<file path="src/rtl/regfile_pkg.sv">
// Shared sizing constants and default-width types for the scoreboarded register file.
package regfile_pkg;
  localparam int DEF_WIDTH = 8;
  localparam int DEF_DEPTH = 8;
  localparam int DEF_NREAD = 2;
  localparam int DEF_AW    = $clog2(DEF_DEPTH);

  typedef logic [DEF_AW-1:0]    addr_t;
  typedef logic [DEF_WIDTH-1:0] data_t;
endpackage

</file>
<file path="src/rtl/regfile_sb_if.sv">
// Register-file access bus: read ports, write port, reservation port and busy status.
interface regfile_sb_if
  import regfile_pkg::*;
#(
  parameter int WIDTH = DEF_WIDTH,
  parameter int DEPTH = DEF_DEPTH,
  parameter int NREAD = DEF_NREAD
);
  localparam int AW = $clog2(DEPTH);

  logic [NREAD*AW-1:0]    rd_addr;
  logic [NREAD*WIDTH-1:0] rd_data;
  logic [NREAD-1:0]       rd_busy;
  logic                   wr_en;
  logic [AW-1:0]          wr_addr;
  logic [WIDTH-1:0]       wr_data;
  logic                   rsv_en;
  logic [AW-1:0]          rsv_addr;
  logic                   rsv_ok;
  logic [DEPTH-1:0]       busy_vec;

  modport master (
    output rd_addr, wr_en, wr_addr, wr_data, rsv_en, rsv_addr,
    input  rd_data, rd_busy, rsv_ok, busy_vec
  );
  modport slave (
    input  rd_addr, wr_en, wr_addr, wr_data, rsv_en, rsv_addr,
    output rd_data, rd_busy, rsv_ok, busy_vec
  );
endinterface

</file>
<file path="src/rtl/rf_scoreboard.sv">
// Per-register busy flags: set by granted reservations, cleared by committed writes.
module rf_scoreboard #(
  parameter int DEPTH = 8,
  parameter int AW    = $clog2(DEPTH)
) (
  input  logic             clk,
  input  logic             rst,
  input  logic             set_en,
  input  logic [AW-1:0]    set_addr,
  input  logic             clr_en,
  input  logic [AW-1:0]    clr_addr,
  output logic [DEPTH-1:0] busy_vec
);
  logic [DEPTH-1:0] r_busy;

  // Set is applied after clear so a same-cycle write+reserve leaves the flag set.
  always_ff @(posedge clk or posedge rst) begin
    if (rst) begin
      r_busy <= '0;
    end else begin
      if (clr_en) r_busy[clr_addr] <= 1'b0;
      if (set_en) r_busy[set_addr] <= 1'b1;
      r_busy[0] <= 1'b0;
    end
  end

  assign busy_vec = r_busy;
endmodule

</file>
<file path="src/rtl/regfile_sb.sv">
// Multi-read register file with write-first bypass and a reservation scoreboard; r0 is hardwired zero.
module regfile_sb
  import regfile_pkg::*;
#(
  parameter int WIDTH = DEF_WIDTH,
  parameter int DEPTH = DEF_DEPTH,
  parameter int NREAD = DEF_NREAD
) (
  input  logic         clk,
  input  logic         rst,
  regfile_sb_if.slave  bus
);
  localparam int AW = $clog2(DEPTH);

  logic [DEPTH-1:0][WIDTH-1:0] r_mem;
  logic [DEPTH-1:0]            w_busy;
  logic                        w_we;
  logic                        w_rsv_ok;
  logic                        w_set;
  logic [AW-1:0]               w_ra;
  logic [NREAD*WIDTH-1:0]      w_rd_data;
  logic [NREAD-1:0]            w_rd_busy;

  // Reset also masks the bypass path so nothing leaks out while rst is high.
  assign w_we     = bus.wr_en && !rst && (bus.wr_addr != '0);
  assign w_rsv_ok = !rst && bus.rsv_en &&
                    (!w_busy[bus.rsv_addr] || (bus.wr_en && bus.wr_addr == bus.rsv_addr));
  assign w_set    = w_rsv_ok && (bus.rsv_addr != '0);

  always_ff @(posedge clk or posedge rst) begin
    if (rst)       r_mem <= '0;
    else if (w_we) r_mem[bus.wr_addr] <= bus.wr_data;
  end

  rf_scoreboard #(.DEPTH(DEPTH), .AW(AW)) u_sb (
    .clk      (clk),
    .rst      (rst),
    .set_en   (w_set),
    .set_addr (bus.rsv_addr),
    .clr_en   (w_we),
    .clr_addr (bus.wr_addr),
    .busy_vec (w_busy)
  );

  always_comb begin
    w_rd_data = '0;
    w_rd_busy = '0;
    w_ra      = '0;
    for (int i = 0; i < NREAD; i++) begin
      w_ra = bus.rd_addr[i*AW +: AW];
      if (!rst) begin
        if (w_we && bus.wr_addr == w_ra) w_rd_data[i*WIDTH +: WIDTH] = bus.wr_data;
        else                             w_rd_data[i*WIDTH +: WIDTH] = r_mem[w_ra];
        w_rd_busy[i] = w_busy[w_ra] && !(bus.wr_en && bus.wr_addr == w_ra);
      end
    end
  end

  assign bus.rd_data  = w_rd_data;
  assign bus.rd_busy  = w_rd_busy;
  assign bus.rsv_ok   = w_rsv_ok;
  assign bus.busy_vec = w_busy;
endmodule

</file>
<file path="src/flat_wrapper.sv">
// flat-port wrapper written by rule: the top's interface ports become plain ports
module regfile_sb_flat import regfile_pkg::*;
#(
  parameter int WIDTH = DEF_WIDTH,
  parameter int DEPTH = DEF_DEPTH,
  parameter int NREAD = DEF_NREAD
)
  (clk, rst, bus_rd_addr, bus_wr_en, bus_wr_addr, bus_wr_data, bus_rsv_en, bus_rsv_addr, bus_rd_data, bus_rd_busy, bus_rsv_ok, bus_busy_vec);
  regfile_sb_if #(.WIDTH(WIDTH), .DEPTH(DEPTH), .NREAD(NREAD)) bus_i ();
  input  logic clk;
  input  logic rst;
  input wire logic [$bits(bus_i.rd_addr)-1:0] bus_rd_addr;
  input wire logic [$bits(bus_i.wr_en)-1:0] bus_wr_en;
  input wire logic [$bits(bus_i.wr_addr)-1:0] bus_wr_addr;
  input wire logic [$bits(bus_i.wr_data)-1:0] bus_wr_data;
  input wire logic [$bits(bus_i.rsv_en)-1:0] bus_rsv_en;
  input wire logic [$bits(bus_i.rsv_addr)-1:0] bus_rsv_addr;
  output wire logic [$bits(bus_i.rd_data)-1:0] bus_rd_data;
  output wire logic [$bits(bus_i.rd_busy)-1:0] bus_rd_busy;
  output wire logic [$bits(bus_i.rsv_ok)-1:0] bus_rsv_ok;
  output wire logic [$bits(bus_i.busy_vec)-1:0] bus_busy_vec;
  assign bus_i.rd_addr = bus_rd_addr;
  assign bus_i.wr_en = bus_wr_en;
  assign bus_i.wr_addr = bus_wr_addr;
  assign bus_i.wr_data = bus_wr_data;
  assign bus_i.rsv_en = bus_rsv_en;
  assign bus_i.rsv_addr = bus_rsv_addr;
  assign bus_rd_data = bus_i.rd_data;
  assign bus_rd_busy = bus_i.rd_busy;
  assign bus_rsv_ok = bus_i.rsv_ok;
  assign bus_busy_vec = bus_i.busy_vec;
  regfile_sb #(.WIDTH(WIDTH), .DEPTH(DEPTH), .NREAD(NREAD)) u_core (.clk(clk), .rst(rst), .bus(bus_i));
endmodule
</file>
<file path="config.mk">
export PLATFORM = sky130hd
export DESIGN_NAME = regfile_sb_flat
export DESIGN_NICKNAME = d
export VERILOG_FILES = /design/src/rtl/regfile_pkg.sv /design/src/rtl/regfile_sb_if.sv /design/src/rtl/rf_scoreboard.sv /design/src/rtl/regfile_sb.sv /design/src/flat_wrapper.sv
export SDC_FILE = /design/constraint.sdc
export NUM_CORES = 1
export LEC_CHECK = 0
export CORE_MARGIN = 4
export CORE_UTILIZATION = 45
export CTS_CLUSTER_DIAMETER = 150
export CTS_CLUSTER_SIZE = 24
export DETAILED_ROUTE_END_ITERATION = 6
export PLACE_DENSITY = 0.65
export SLEW_MARGIN = 30
export SYNTH_ARGS = -nofsm -noshare
export SYNTH_HDL_FRONTEND = slang
export SYNTH_SLANG_ARGS = --single-unit
</file>
<file path="constraint.sdc">
create_clock -name clk -period 3.3 [get_ports clk]
set_input_delay 0.495 -clock clk [delete_from_list [all_inputs] [get_ports clk]]
set_output_delay 0.495 -clock clk [all_outputs]
set_load 0.03 [all_outputs]
</file>
### After elaboration in Yosys (flattened, before gate mapping)

Index checks and enable logic that the tools add are counted.

* reductions and logical operators: 21
* bitwise logic cells: 3
* equality and inequality tests: 3
* order comparisons: 6
* muxes and demuxes: 25

Operators with widths (number)
* 8-bit two-way mux: 9
* 64-bit bitwise mux: 1
* 8-bit binary-select mux with 3-bit select: 2
* 8-bit demux with 3-bit select: 1
* 3-bit by 4-bit < comparator with 1-bit output, second input constant: 4
* 1-bit logical AND: 14
* 1-bit binary-select mux with 3-bit select: 3
* 3-bit == test: 3
* 8-bit AND: 1
* 8-bit NOT: 1
* 8-bit OR: 1
* 1-bit two-way mux: 7
* 1-bit demux with 3-bit select: 2
* 3-bit by 1-bit >= comparator with 1-bit output, second input constant: 2
* 3-bit nonzero test: 2
* 1-bit logical NOT: 4
* 1-bit logical OR: 1

* logic and storage cells: 67
* flip-flop bits (word level): 71
* input port bits: 24

### Logic depth before layout (Yosys ltp)

Gate-level depths: netlist of the first run.

* depth after elaboration: 9
* gate-level depth with buffers: 7
* mapped depth without buffers: 4

### Modules after synthesis

From an unflattened synthesis of the first run, not the netlist that was laid out.

* cell total of the unflattened synthesis: 311
* area total of the unflattened synthesis: 4508.1 um2

By module, submodules not included
* regfile_sb: times used 1, sequential area each 1601.5 um2, area each 4146.5 um2, cells each 280
* rf_scoreboard: times used 1, sequential area each 175.2 um2, area each 361.6 um2, cells each 31

### Worst setup path after synthesis of the first run

Ideal clock, no wire load.

* path kind: in2out
* from: in rst
* to: out bus_rd_data[4]
* setup slack: -772 ps
* arrival: 3577 ps
* buffers on the path: 2
* stages: 6
* cell sequence: inv_1 -> o311a_1 -> buf_2 -> buf_2 -> a21oi_1 -> a211oi_1

* longest elaborated chain between the ends: 6

RTL lines
* start, declared: line flat_wrapper.sv:11 `input logic rst;`
* 1-bit logical NOT: line regfile_sb.sv:25 `assign w_we = bus.wr_en && !rst && (bus.wr_addr != '0);`
* 1-bit logical AND (2 in series): line regfile_sb.sv:25
* 1-bit logical AND: line regfile_sb.sv:52 `if (w_we && bus.wr_addr == w_ra) w_rd_data[i*WIDTH +: WIDTH] = bus.wr_data;`
* 8-bit two-way mux: line regfile_sb.sv:52
* 8-bit two-way mux *: line regfile_sb.sv:51 `if (!rst) begin`
* end, declared: line flat_wrapper.sv:18 `output wire logic [$bits(bus_i.rd_data)-1:0] bus_rd_data;`

Mark *: on every way between the ends. The rest lies on a longest branch, timed or not.

### Final worst setup path of the first run

* from: in bus_rd_addr[5]
* to: out bus_rd_data[12]

* longest elaborated chain between the ends: 4

RTL lines
* start, declared: line flat_wrapper.sv:12 `input wire logic [$bits(bus_i.rd_addr)-1:0] bus_rd_addr;`
* 8-bit binary-select mux with 3-bit select / 3-bit == test (equally long branches): line regfile_sb.sv:53, regfile_sb.sv:52
* 8-bit two-way mux (implied by the code) / 1-bit logical AND (equally long branches): line regfile_sb.sv:53, regfile_sb.sv:52
* 8-bit two-way mux *: line regfile_sb.sv:52
* 8-bit two-way mux *: line regfile_sb.sv:51

Mark *: on every way between the ends. The rest lies on a longest branch, timed or not. The select of a mux whose other input is x is not followed.

==> results of run 1 <==
[metal layers]
metal / up-vias / part of all wire [%]
met5: - / 0
met4: 0 / 1.7
met3: 14 / 6.0
met2: 111 / 49
met1: 1586 / 44
li1: 1416 / -
[final timing paths]
check	to	slack, ns
setup reg to reg	u_core.u_sb.busy_vec[6]	1.74
hold reg to reg	u_core.r_mem[6]	0.41
setup / recovery	bus_rd_data[12]	0.12
hold / removal	u_core.r_mem[6]	0.41
max in group asynchronous	u_core.r_mem[9]	2.08
min in group asynchronous	u_core.u_sb.busy_vec[2]	0.76
[state kept, by name, summed over array words and instances, names as in the netlist]
name and count:
u_core.u_sb.busy_vec 7, u_core.r_mem 64
[through the flow]
stage / hold WS [ns] / utilization, % / TNS (ns) / total power, mW / instances
3_3_place_gp: 0.3823 / 53.25 / 0 / 2.045 / 516
3_5_place_dp: 0.3876 / 53.25 / 0 / 2.072 / 516
6_report: 0.4073 / 55.96 / 0 / 2.914 / 532
4_1_cts: 0.4047 / 55.89 / 0 / 2.928 / 532
5_1_grt: 0.4177 / 55.96 / 0 / 3.051 / 532
2_1_floorplan: 0.4357 / - / -3.343 / 1.779 / 345
[power by group]
group	switching, mW	internal (mW)	leakage (nW)
logic	0.410	0.457	1.26
registers	0.140	1.05	0.893
clock network	0.341	0.520	0.122
[worst reg2reg max path, stage by stage, from the launching register on]
cell	delay, ns
dfrtp_1	0.43
mux2_2	0.29
a221oi_2	0.29
a21oi_2	0.16
o32ai_1	0.29
[cells by family after synthesis]
family | count (synthesis)
other | 1
DFF | 71
xor gates and xnor gates | 9
buffers and inverters | 48
AOI/OAI and AO/OA | 71
muxes | 86
and+or+nand+nor | 59
[cell type report]
| class | count | area share (%) |
|---|---|---|
| Clock buffer | 10 | 2.649 |
| Clock inverter | 6 | 2.071 |
| Inverter | 16 | 1.228 |
| Multi-Input combinational cell | 226 | 44.20 |
| Sequential cell | 71 | 34.20 |
| Tap cell | 129 | 3.107 |
| Timing Repair Buffer | 74 | 12.55 |
[synth_stat cells]
| cell | number |
|---|---|
| nand2_1 | 28 |
| clkbuf_1 | 13 |
| o21ai_0 | 24 |
| nor3_2 | 2 |
| nand3_1 | 6 |
| inv_2 | 2 |
| mux4_1 | 20 |
| mux2_2 | 50 |
| and4_1 | 2 |
| o311a_1 | 1 |
| nor2_2 | 1 |
| and2_1 | 1 |
| o21ai_1 | 3 |
| a2111oi_0 | 2 |
| inv_1 | 14 |
| nand3b_1 | 2 |
| xnor2_1 | 3 |
| buf_12 | 2 |
| a311oi_1 | 2 |
| a21oi_2 | 3 |
| nand3b_2 | 1 |
| nor2b_1 | 6 |
| clkbuf_4 | 1 |
| mux2i_1 | 2 |
| a211oi_1 | 16 |
| xor2_1 | 6 |
| dfrtp_1 | 71 |
| buf_2 | 8 |
| and2_0 | 1 |
| a21oi_1 | 14 |
| and3_1 | 1 |
| or3_1 | 1 |
| nor2_1 | 3 |
| mux4_2 | 14 |
| a221oi_2 | 1 |
| and4b_1 | 1 |
| buf_6 | 4 |
| a31oi_1 | 1 |
| nor3b_2 | 2 |
| o32ai_1 | 2 |
| conb_1 | 1 |
| o22ai_1 | 2 |
| nor3b_1 | 1 |
| buf_4 | 4 |
==> impl_metrics.csv, run 1 <==
group,metric,value,unit
setup_path,critPathTopFamily,"buffers and inverters",
final_layout,postLayoutCellArea,5195,µm²
floorplanning,row_count,35,
setup_path,cpPeakStageDelay,0.66,ns
synthesis,syn-cell-area,4324,µm²
synthesis,synthTopCellsByArea,"dfrtp_1 (41%), mux2_2 (13%), mux4_1 (12%), mux4_2 (7.3%), o21ai_0 (2.8%)",
sta,slew_viol_final,0,
synthesis,synthMuxAreaShare,32.93,%
floorplanning,ioPinCount,51,
detailed_routing,ant_nets,0,
final_layout,seqCellArea,1777,µm²
final_layout,final_common_cell,"dfrtp_1",
sta,tightest_slew,0.7795,ns
sta,finalWorstSetupSlack,0.1206,ns
synthesis,yosysUniqueCellTypes,44,
detailed_routing,dr.pass1.iters,4,
setup_path,r2r_start,"u_core.u_sb.busy_vec[3]",
clock_network,clk-insertion-delay-late,0.35,ns
synthesis,synthSimpleGateAreaFrac,7.436,%
floorplanning,initial_core_util,46.58,%
synthesis,yosysSeqAreaShare,41.09,%
detailed_routing,vias,3127,
min_path,min_from,"u_core.r_mem[6]",
global_route,grt_overflow,0,
run_status,outcome,"complete, no violations",
final_layout,multi_input_area,2296,µm²
final_layout,drive_gt1_share,34.74,%
setup_path,startpoint_type,"primary input",
min_path,min_path_cells,0,
synthesis,synth_top_family_by_area,"multiplexers",
power,peakVddDrop,0.2517,mV
global_route,busiest_layer,"met2",
power,powerDensity,561.0,nW/µm²
clock_network,clock-sinks,71,
synthesis,ys_ff_latch,71,
setup_path,setup.worst_path.start,"bus_rd_addr[5]",
clock_network,cts_setup_buffers,0,
detailed_routing,viasPerCell,5.878,
synthesis,syn_inst,345,
floorplanning,die_x,106.0,µm
global_route,grt_pass1_vias,3265,
final_layout,antenna_cells,0,
detailed_routing,wl,11.38,mm
sta,skew,0.0004132,ns
detailed_routing,routedWlPerCell,21.39,µm
setup_path,endpoint_kind,"output pin",
placement,placed_area,4943,µm²
synthesis,synthesis.nets,369,
floorplanning,die_y,106.0,µm
sta,timing.fmax,314.5,MHz
synthesis,syn_avg_cell_area,12.53,µm²
synthesis,synth-compound-area-share,10.36,%
setup_path,cp_max_fo,7,
job,cap_viol_max_count,0,
clock_network,cts_buffers,9,
clock_network,clk_path_buf_depth,2,
sta,fin_crit,3.179,ns
setup_path,cp_cell_sequence,"clkdlybuf4s50_1, buf_4, mux4_1, mux2_2, a21oi_1, a211oi_2, buf_4",
sta,slew_headroom,47.88,%
setup_path,cpMostUsedCell,"buf_4",
clock_network,cts_hold_buf,0,
setup_path,critPathArrivalTime,2.68,ns
clock_network,htreeDepth,3,
global_route,grtUsageTotal,20.96,%
clock_network,post_cts_resized,0,
final_layout,fin_nets,422,
detailed_routing,drc,0,
final_layout,final_cell_mix,"dfrtp_1 (71), mux2_2 (50), buf_4 (41)",
global_route,grt.met2_usage,33.61,%
synthesis,yosys_warnings,0,
floorplanning,core-area,9284,µm²
setup_path,crit_slowest_cell,"clkdlybuf4s50_1",
clock_network,cts_tree,"yes",
final_layout,fillCellCount,809,
synthesis,synth.top_cell.area_share,41.09,%
floorplanning,dieArea,11240,µm²
sta,rsz0062_at_grt,"no",
detailed_routing,drt-initial-drc-count,191,
placement,dp_hpwl,7.857,mm
synthesis,synth_top_area_cell,"dfrtp_1",
global_route,grt_max_degree,72,
placement,preCtsSetupSlack,0.09957,ns
placement,globalplace.congestion,0.7823,
setup_path,path_depth,7,
synthesis,synthXorXnorAreaFrac,1.823,%
setup_path,required,2.80,ns
placement,portBuffers,49,
setup_path,path_class,"primary input to output pin",
clock_network,clk_pin_slew_worst_paths,0.07,ns
setup_path,reg2reg_depth,4,
setup_path,cp.buffers_inverters,3,
sta,hold_violations,0,
clock_network,clock-root-buffer,"clkbuf_8",
final_layout,area_growth_syn_to_layout,20.14,%
global_route,grt_antenna_before_repair,0,
sta,period_share,96.35,%
global_route,grt_pass1_wl,17.83,mm
synthesis,synthAdderAreaFrac,0,%
global_route,grt_use_met3,4.432,%
sta,setup_viol,0,
global_route,grtUsageMet1,28.18,%
power,leakage,2.271,nW
min_path,hold_class,"register to register",
No activity file was read; power rests on OpenSTA's default activity.
==> inputs of run 2 (changes only) <==
--- a/config.mk
+++ b/config.mk
@@ -6,11 +6,11 @@
 export NUM_CORES = 1
 export LEC_CHECK = 0
 export CORE_MARGIN = 4
-export CORE_UTILIZATION = 45
+export CORE_UTILIZATION = 35
 export CTS_CLUSTER_DIAMETER = 150
 export CTS_CLUSTER_SIZE = 24
 export DETAILED_ROUTE_END_ITERATION = 6
-export PLACE_DENSITY = 0.65
+export PLACE_DENSITY = 0.52
 export SLEW_MARGIN = 30
 export SYNTH_ARGS = -nofsm -noshare
 export SYNTH_HDL_FRONTEND = slang
==> run 2 against run 1 <==
- cell area rose by 2.3%
- critical path depth fell by 1
- global-route usage fell by 3.4 points
- combinational power rose by 0.8%
- register-to-register slack got worse by 0.03 ns
- clock skew rose by 0.0025 ns
- largest cell class unchanged
- largest power group unchanged
- highest routed layer unchanged
==> impl_metrics.csv, run 2 (same netlist as run 1, synthesis figures left out) <==
group,metric,value,unit
global_route,grt_pass1_vias,3167,
final_layout,final_common_cell,"dfrtp_1",
detailed_routing,drc,0,
clock_network,clock-root-buffer,"clkbuf_16",
placement,globalplace.congestion,0.8139,
placement,placed_area,5045,µm²
min_path,min_from,"u_core.r_mem[4]",
sta,tightest_slew,0.6773,ns
global_route,grt_pass1_wl,18.75,mm
power,clkPwrFrac,30.1,%
final_layout,regMostFlops,"u_core.r_mem",
global_route,grtUsageTotal,17.51,%
setup_path,endpoint_kind,"output pin",
sta,slew_viol_final,0,
floorplanning,dieArea,14200,µm²
floorplanning,initial_core_util,35.85,%
detailed_routing,vias,3052,
sta,hold_violations,0,
clock_network,cts_buffers,9,
placement,placed_cells,559,
power,swShare,31.34,%
placement,portBuffers,49,
final_layout,postLayoutCellArea,5314,µm²
power,powerDensity,556.2,nW/µm²
clock_network,clk_path_buf_depth,2,
final_layout,antenna_cells,0,
power,power_frac_seq,40.4,%
global_route,grt_antenna_before_repair,0,
floorplanning,core-area,12060,µm²
sta,setup_viol,0,
setup_path,startpoint_type,"primary input",
final_layout,largest_register_ffs,64,
global_route,grt_max_degree,72,
run_status,outcome,"complete, no violations",
job,cap_viol_max_count,0,
setup_path,reg2reg_to,"u_core.u_sb.busy_vec[7]",
min_path,hold_class,"register to register",
global_route,grt_overflow,0,
floorplanning,die_x,119.2,µm
floorplanning,row_count,40,
sta,period_share,94.53,%
final_layout,utilization,44.06,%
min_path,hold_end,"u_core.r_mem[4]",
setup_path,critPathArrivalTime,2.62,ns
detailed_routing,ant_nets,0,
final_layout,fin_nets,426,
power,peakVddDrop,0.2519,mV
detailed_routing,wl,11.94,mm
setup_path,r2r_setup_slack,1.71,ns
clock_network,htreeDepth,3,
placement,dp_hpwl,8.426,mm
final_layout,area_growth_syn_to_layout,22.89,%
sta,holdWs,0.3899,ns
final_layout,final_cell_mix,"dfrtp_1 (71), mux2_2 (50), buf_4 (44)",
floorplanning,ioPinCount,51,
detailed_routing,drt-initial-drc-count,227,
clock_network,clk-insertion-delay-late,0.33,ns
clock_network,post_cts_resized,0,
power,leakage,2.295,nW
setup_path,required,2.80,ns
sta,slew_headroom,53.68,%
clock_network,clock-sinks,71,
sta,fin_setup_tns,0,ns
power,p_comb_share,29.6,%
setup_path,cp_max_fo,9,
final_layout,fin_cells,574,
detailed_routing,routedWlPerCell,20.80,µm
min_path,min_path_cells,0,
sta,timing.fmax,320.6,MHz
clock_network,cts_tree,"yes",
clock_network,cts_hold_buf,0,
floorplanning,die_y,119.2,µm
setup_path,path_class,"primary input to output pin",
final_layout,drive_gt1_share,35.22,%
clock_network,cts_setup_buffers,0,
detailed_routing,dr.pass1.iters,4,
setup_path,reg2reg_depth,4,
detailed_routing,viasPerCell,5.317,
sta,skew,0.002956,ns
power,p_int,2.029,mW
sta,fin_crit,3.119,ns
clock_network,clk_pin_slew_worst_paths,0.06,ns
power,switchingPower,926.2,µW
sta,rsz0062_at_grt,"no",
setup_path,r2r_start,"u_core.u_sb.busy_vec[3]",
run 2: cell count changes in the layout (fill, tap and decap cells not counted):
cell            change
clkbuf_16           +9
clkbuf_8            -9
buf_4               +3
bufinv_16           -3
buf_12              +2
and2_0              +1
and2_1              -1
clkbuf_1            +1
clkinv_2            +1
dlymetal6s2s_1      -1
run 2: layout make-up:
| class | instances | area (µm²) |
|---|---|---|
| fill | 1144 | 6748 |
| multi-input combinational | 226 | 2296 |
| sequential | 71 | 1777 |
| timing repair buffer | 78 | 701.9 |
| clock buffer | 11 | 242.7 |
| tap | 168 | 210.2 |
| inverter | 16 | 63.81 |
| clock inverter | 4 | 22.52 |
run 2: metal layers:
metal	share of wire [%]	GRT usage (%)
met5	0	0
met4	1.2	5.503
met3	3.7	3.371
met2	49	28.75
met1	46	23.44
run 2: worst max-delay path by stage:
stage / startpoint / slack, ns / end
after floorplan: rst / -0.28 / bus_rd_data[0]
after global routing: bus_rd_addr[4] / 0.07 / bus_rd_data[15]
after detailed placement: bus_rd_addr[4] / 0.19 / bus_rd_data[15]
final: bus_rd_addr[5] / 0.18 / bus_rd_busy[1]
after CTS: bus_rd_addr[4] / 0.18 / bus_rd_data[15]
after global placement: bus_rd_addr[4] / 0.14 / bus_rd_data[15]
run 2: per-stage QoR:
| step | power, mW | setup WS (ns) |
|---|---|---|
| global placement | 2.060 | 0.1432 |
| detailed placement | 2.088 | 0.1882 |
| finish | 2.956 | 0.1806 |
| CTS | 2.992 | 0.1820 |
| floorplan | 1.779 | -0.2794 |
| global route | 3.128 | 0.07357 |
run 2: power by group through the flow:
| stage | registers, mW | clock network [mW] | logic, mW |
|---|---|---|---|
| after detailed placement | 1.21 | 0 | 0.880 |
| final | 1.19 | 0.888 | 0.874 |
| after floorplan | 1.20 | 0 | 0.580 |
| after global routing | 1.22 | 0.958 | 0.949 |
| after CTS | 1.19 | 0.916 | 0.884 |
| after global placement | 1.19 | 0 | 0.869 |
run 2: worst max-delay path: stages:
cell and delay (ns):
clkdlybuf4s50_1 0.74, xor2_1 0.21, nor3_2 0.06, buf_4 0.18, a2111oi_0 0.66, buf_4 0.28
==> inputs of run 3 (changes only) <==
--- a/config.mk
+++ b/config.mk
@@ -5,6 +5,7 @@
 export SDC_FILE = /design/constraint.sdc
 export NUM_CORES = 1
 export LEC_CHECK = 0
+export CORE_ASPECT_RATIO = 0.75
 export CORE_MARGIN = 4
 export CORE_UTILIZATION = 35
 export CTS_CLUSTER_DIAMETER = 150
==> run 3 against run 2 <==
- sequential power is essentially flat
- largest cell class unchanged
- fmax shrank 2.4%
- sequential share of layout area grew 0.21 points
- total power grew 3.0%
- combinational power shrank 2%
- global-route usage grew 0.35 points
==> impl_metrics.csv, run 3 (same netlist as run 1, synthesis figures left out) <==
group,metric,value,unit
power,power_frac_seq,39.6,%
power,p_comb_share,28.2,%
power,powerDensity,576.8,nW/µm²
sta,timing.fmax,312.9,MHz
setup_path,reg2reg_to,"u_core.u_sb.busy_vec[7]",
setup_path,startpoint_type,"primary input",
setup_path,critPathArrivalTime,2.70,ns
detailed_routing,wl,12.04,mm
floorplanning,ioPinCount,51,
final_layout,drive_gt1_share,34.24,%
final_layout,fin_nets,422,
power,swShare,30.82,%
sta,tightest_slew,0.8339,ns
detailed_routing,vias,3106,
setup_path,r2r_start,"u_core.u_sb.busy_vec[2]",
clock_network,clk_pin_slew_worst_paths,0.06,ns
power,switchingPower,938.8,µW
sta,fin_setup_tns,0,ns
sta,hold_violations,0,
setup_path,crit_path_end,"bus_rd_busy[0]",
setup_path,reg2reg_depth,4,
clock_network,cts_setup_buffers,0,
sta,skew,0.0005159,ns
placement,globalplace.congestion,0.7792,
sta,setup_viol,0,
floorplanning,dieArea,14220,µm²
sta,rsz0062_at_grt,"no",
global_route,grtUsageTotal,17.86,%
final_layout,area_growth_syn_to_layout,22.11,%
final_layout,utilization,44.65,%
setup_path,cpMostUsedCell,"clkdlybuf4s50_1",
min_path,hold_class,"register to register",
setup_path,critPathTopFamily,"buffers and inverters",
setup_path,cp_max_fo,11,
clock_network,cts_tree,"yes",
detailed_routing,drc,0,
clock_network,cts_hold_buf,0,
job,cap_viol_max_count,0,
floorplanning,initial_core_util,36.56,%
setup_path,path_depth,6,
sta,slew_headroom,44.24,%
floorplanning,die_y,104.3,µm
floorplanning,die_x,136.3,µm
power,peakVddDrop,0.2958,mV
setup_path,required,2.80,ns
floorplanning,row_count,34,
detailed_routing,ant_nets,0,
setup_path,cp_cell_sequence,"clkdlybuf4s50_1, buf_4, xor2_1, nor3_2, a2111oi_0, clkdlybuf4s50_1",
global_route,grt_overflow,0,
final_layout,fin_cells,565,
clock_network,clk-insertion-delay-late,0.33,ns
detailed_routing,routedWlPerCell,21.32,µm
final_layout,antenna_cells,0,
global_route,grt_pass1_wl,19.29,mm
setup_path,cp.buffers_inverters,3,
power,clkPwrFrac,32.2,%
placement,dp_hpwl,8.377,mm
placement,portBuffers,49,
clock_network,htreeDepth,3,
sta,finalWorstSetupSlack,0.1043,ns
detailed_routing,dr.pass1.iters,4,
clock_network,cts_buffers,9,
placement,placed_cells,549,
power,p_int,2.107,mW
setup_path,path_class,"primary input to output pin",
detailed_routing,viasPerCell,5.497,
sta,period_share,96.84,%
setup_path,crit_slowest_cell,"clkdlybuf4s50_1",
power,finalPower,3.046,mW
run_status,outcome,"complete, no violations",
power,leakage,2.277,nW
setup_path,r2r_setup_slack,1.74,ns
global_route,grt_max_degree,72,
clock_network,clock-root-buffer,"clkbuf_16",
sta,fin_crit,3.196,ns
final_layout,largest_register_ffs,64,
floorplanning,core-area,11830,µm²
setup_path,setup.worst_path.start,"bus_wr_addr[1]",
clock_network,clk_path_buf_depth,2,
placement,preCtsSetupSlack,-0.04370,ns
final_layout,final_cell_mix,"dfrtp_1 (71), mux2_2 (50), buf_4 (41)",
global_route,grt_antenna_before_repair,0,
final_layout,regMostFlops,"u_core.r_mem",
global_route,grt_pass1_vias,3251,
final_layout,final_common_cell,"dfrtp_1",
clock_network,clock-sinks,71,
setup_path,cpPeakStageDelay,0.77,ns
detailed_routing,drt-initial-drc-count,231,
setup_path,endpoint_kind,"output pin",
sta,slew_viol_final,0,
-- run 3: power by group through the flow --
stage	clock network [mW]	logic, mW	registers (mW)
after global placement	0	0.855	1.21
after detailed placement	0	0.867	1.21
after global routing	1.04	0.936	1.23
after CTS	1.00	0.869	1.20
final	0.981	0.860	1.20
after floorplan	0	0.580	1.20
-- run 3: layer usage --
metal / share of wire (%) / GRT usage, % / wire, µm / vias up
met5: 0 / 0 / 0 / -
met4: 1.1 / 4.101 / 128 / 0
met3: 6.4 / 4.159 / 766 / 15
met2: 47 / 27.67 / 5648 / 108
met1: 46 / 25.49 / 5500 / 1567
li1: - / - / - / 1416
-- run 3: how the worst min path moves through the flow --
stage,start,to,slack [ns],depth (start not counted)
global placement,u_core.r_mem[4],u_core.r_mem[4],0.38,0
floorplan,u_core.r_mem[4],u_core.r_mem[4],0.44,1
global route,u_core.r_mem[3],u_core.r_mem[3],0.41,0
detailed placement,u_core.r_mem[0],u_core.r_mem[0],0.38,0
finish,u_core.r_mem[0],u_core.r_mem[0],0.40,0
CTS,u_core.r_mem[0],u_core.r_mem[0],0.40,0
-- run 3: through the flow --
step / hold WS, ns / area, µm²
after floorplan: 0.4357 / 4348
after global placement: 0.3791 / 4975
after detailed placement: 0.3842 / 4975
after CTS: 0.3966 / 5274
after global routing: 0.4085 / 5280
final: 0.3954 / 5280
-- run 3: cell type report --
class / count / area (µm²)
sequential: 71 / 1777
inverter: 16 / 63.81
clock buffer: 11 / 242.7
clock inverter: 5 / 57.56
multi-input combinational: 226 / 2296
timing repair buffer: 74 / 640.6
tap: 162 / 202.7
fill: 1121 / 6546
-- run 3: what timing repair did --
action,4_1_cts,5_1_grt
setup endpoints to repair,1,1
cloned,0,0
gates resized for setup,1,1
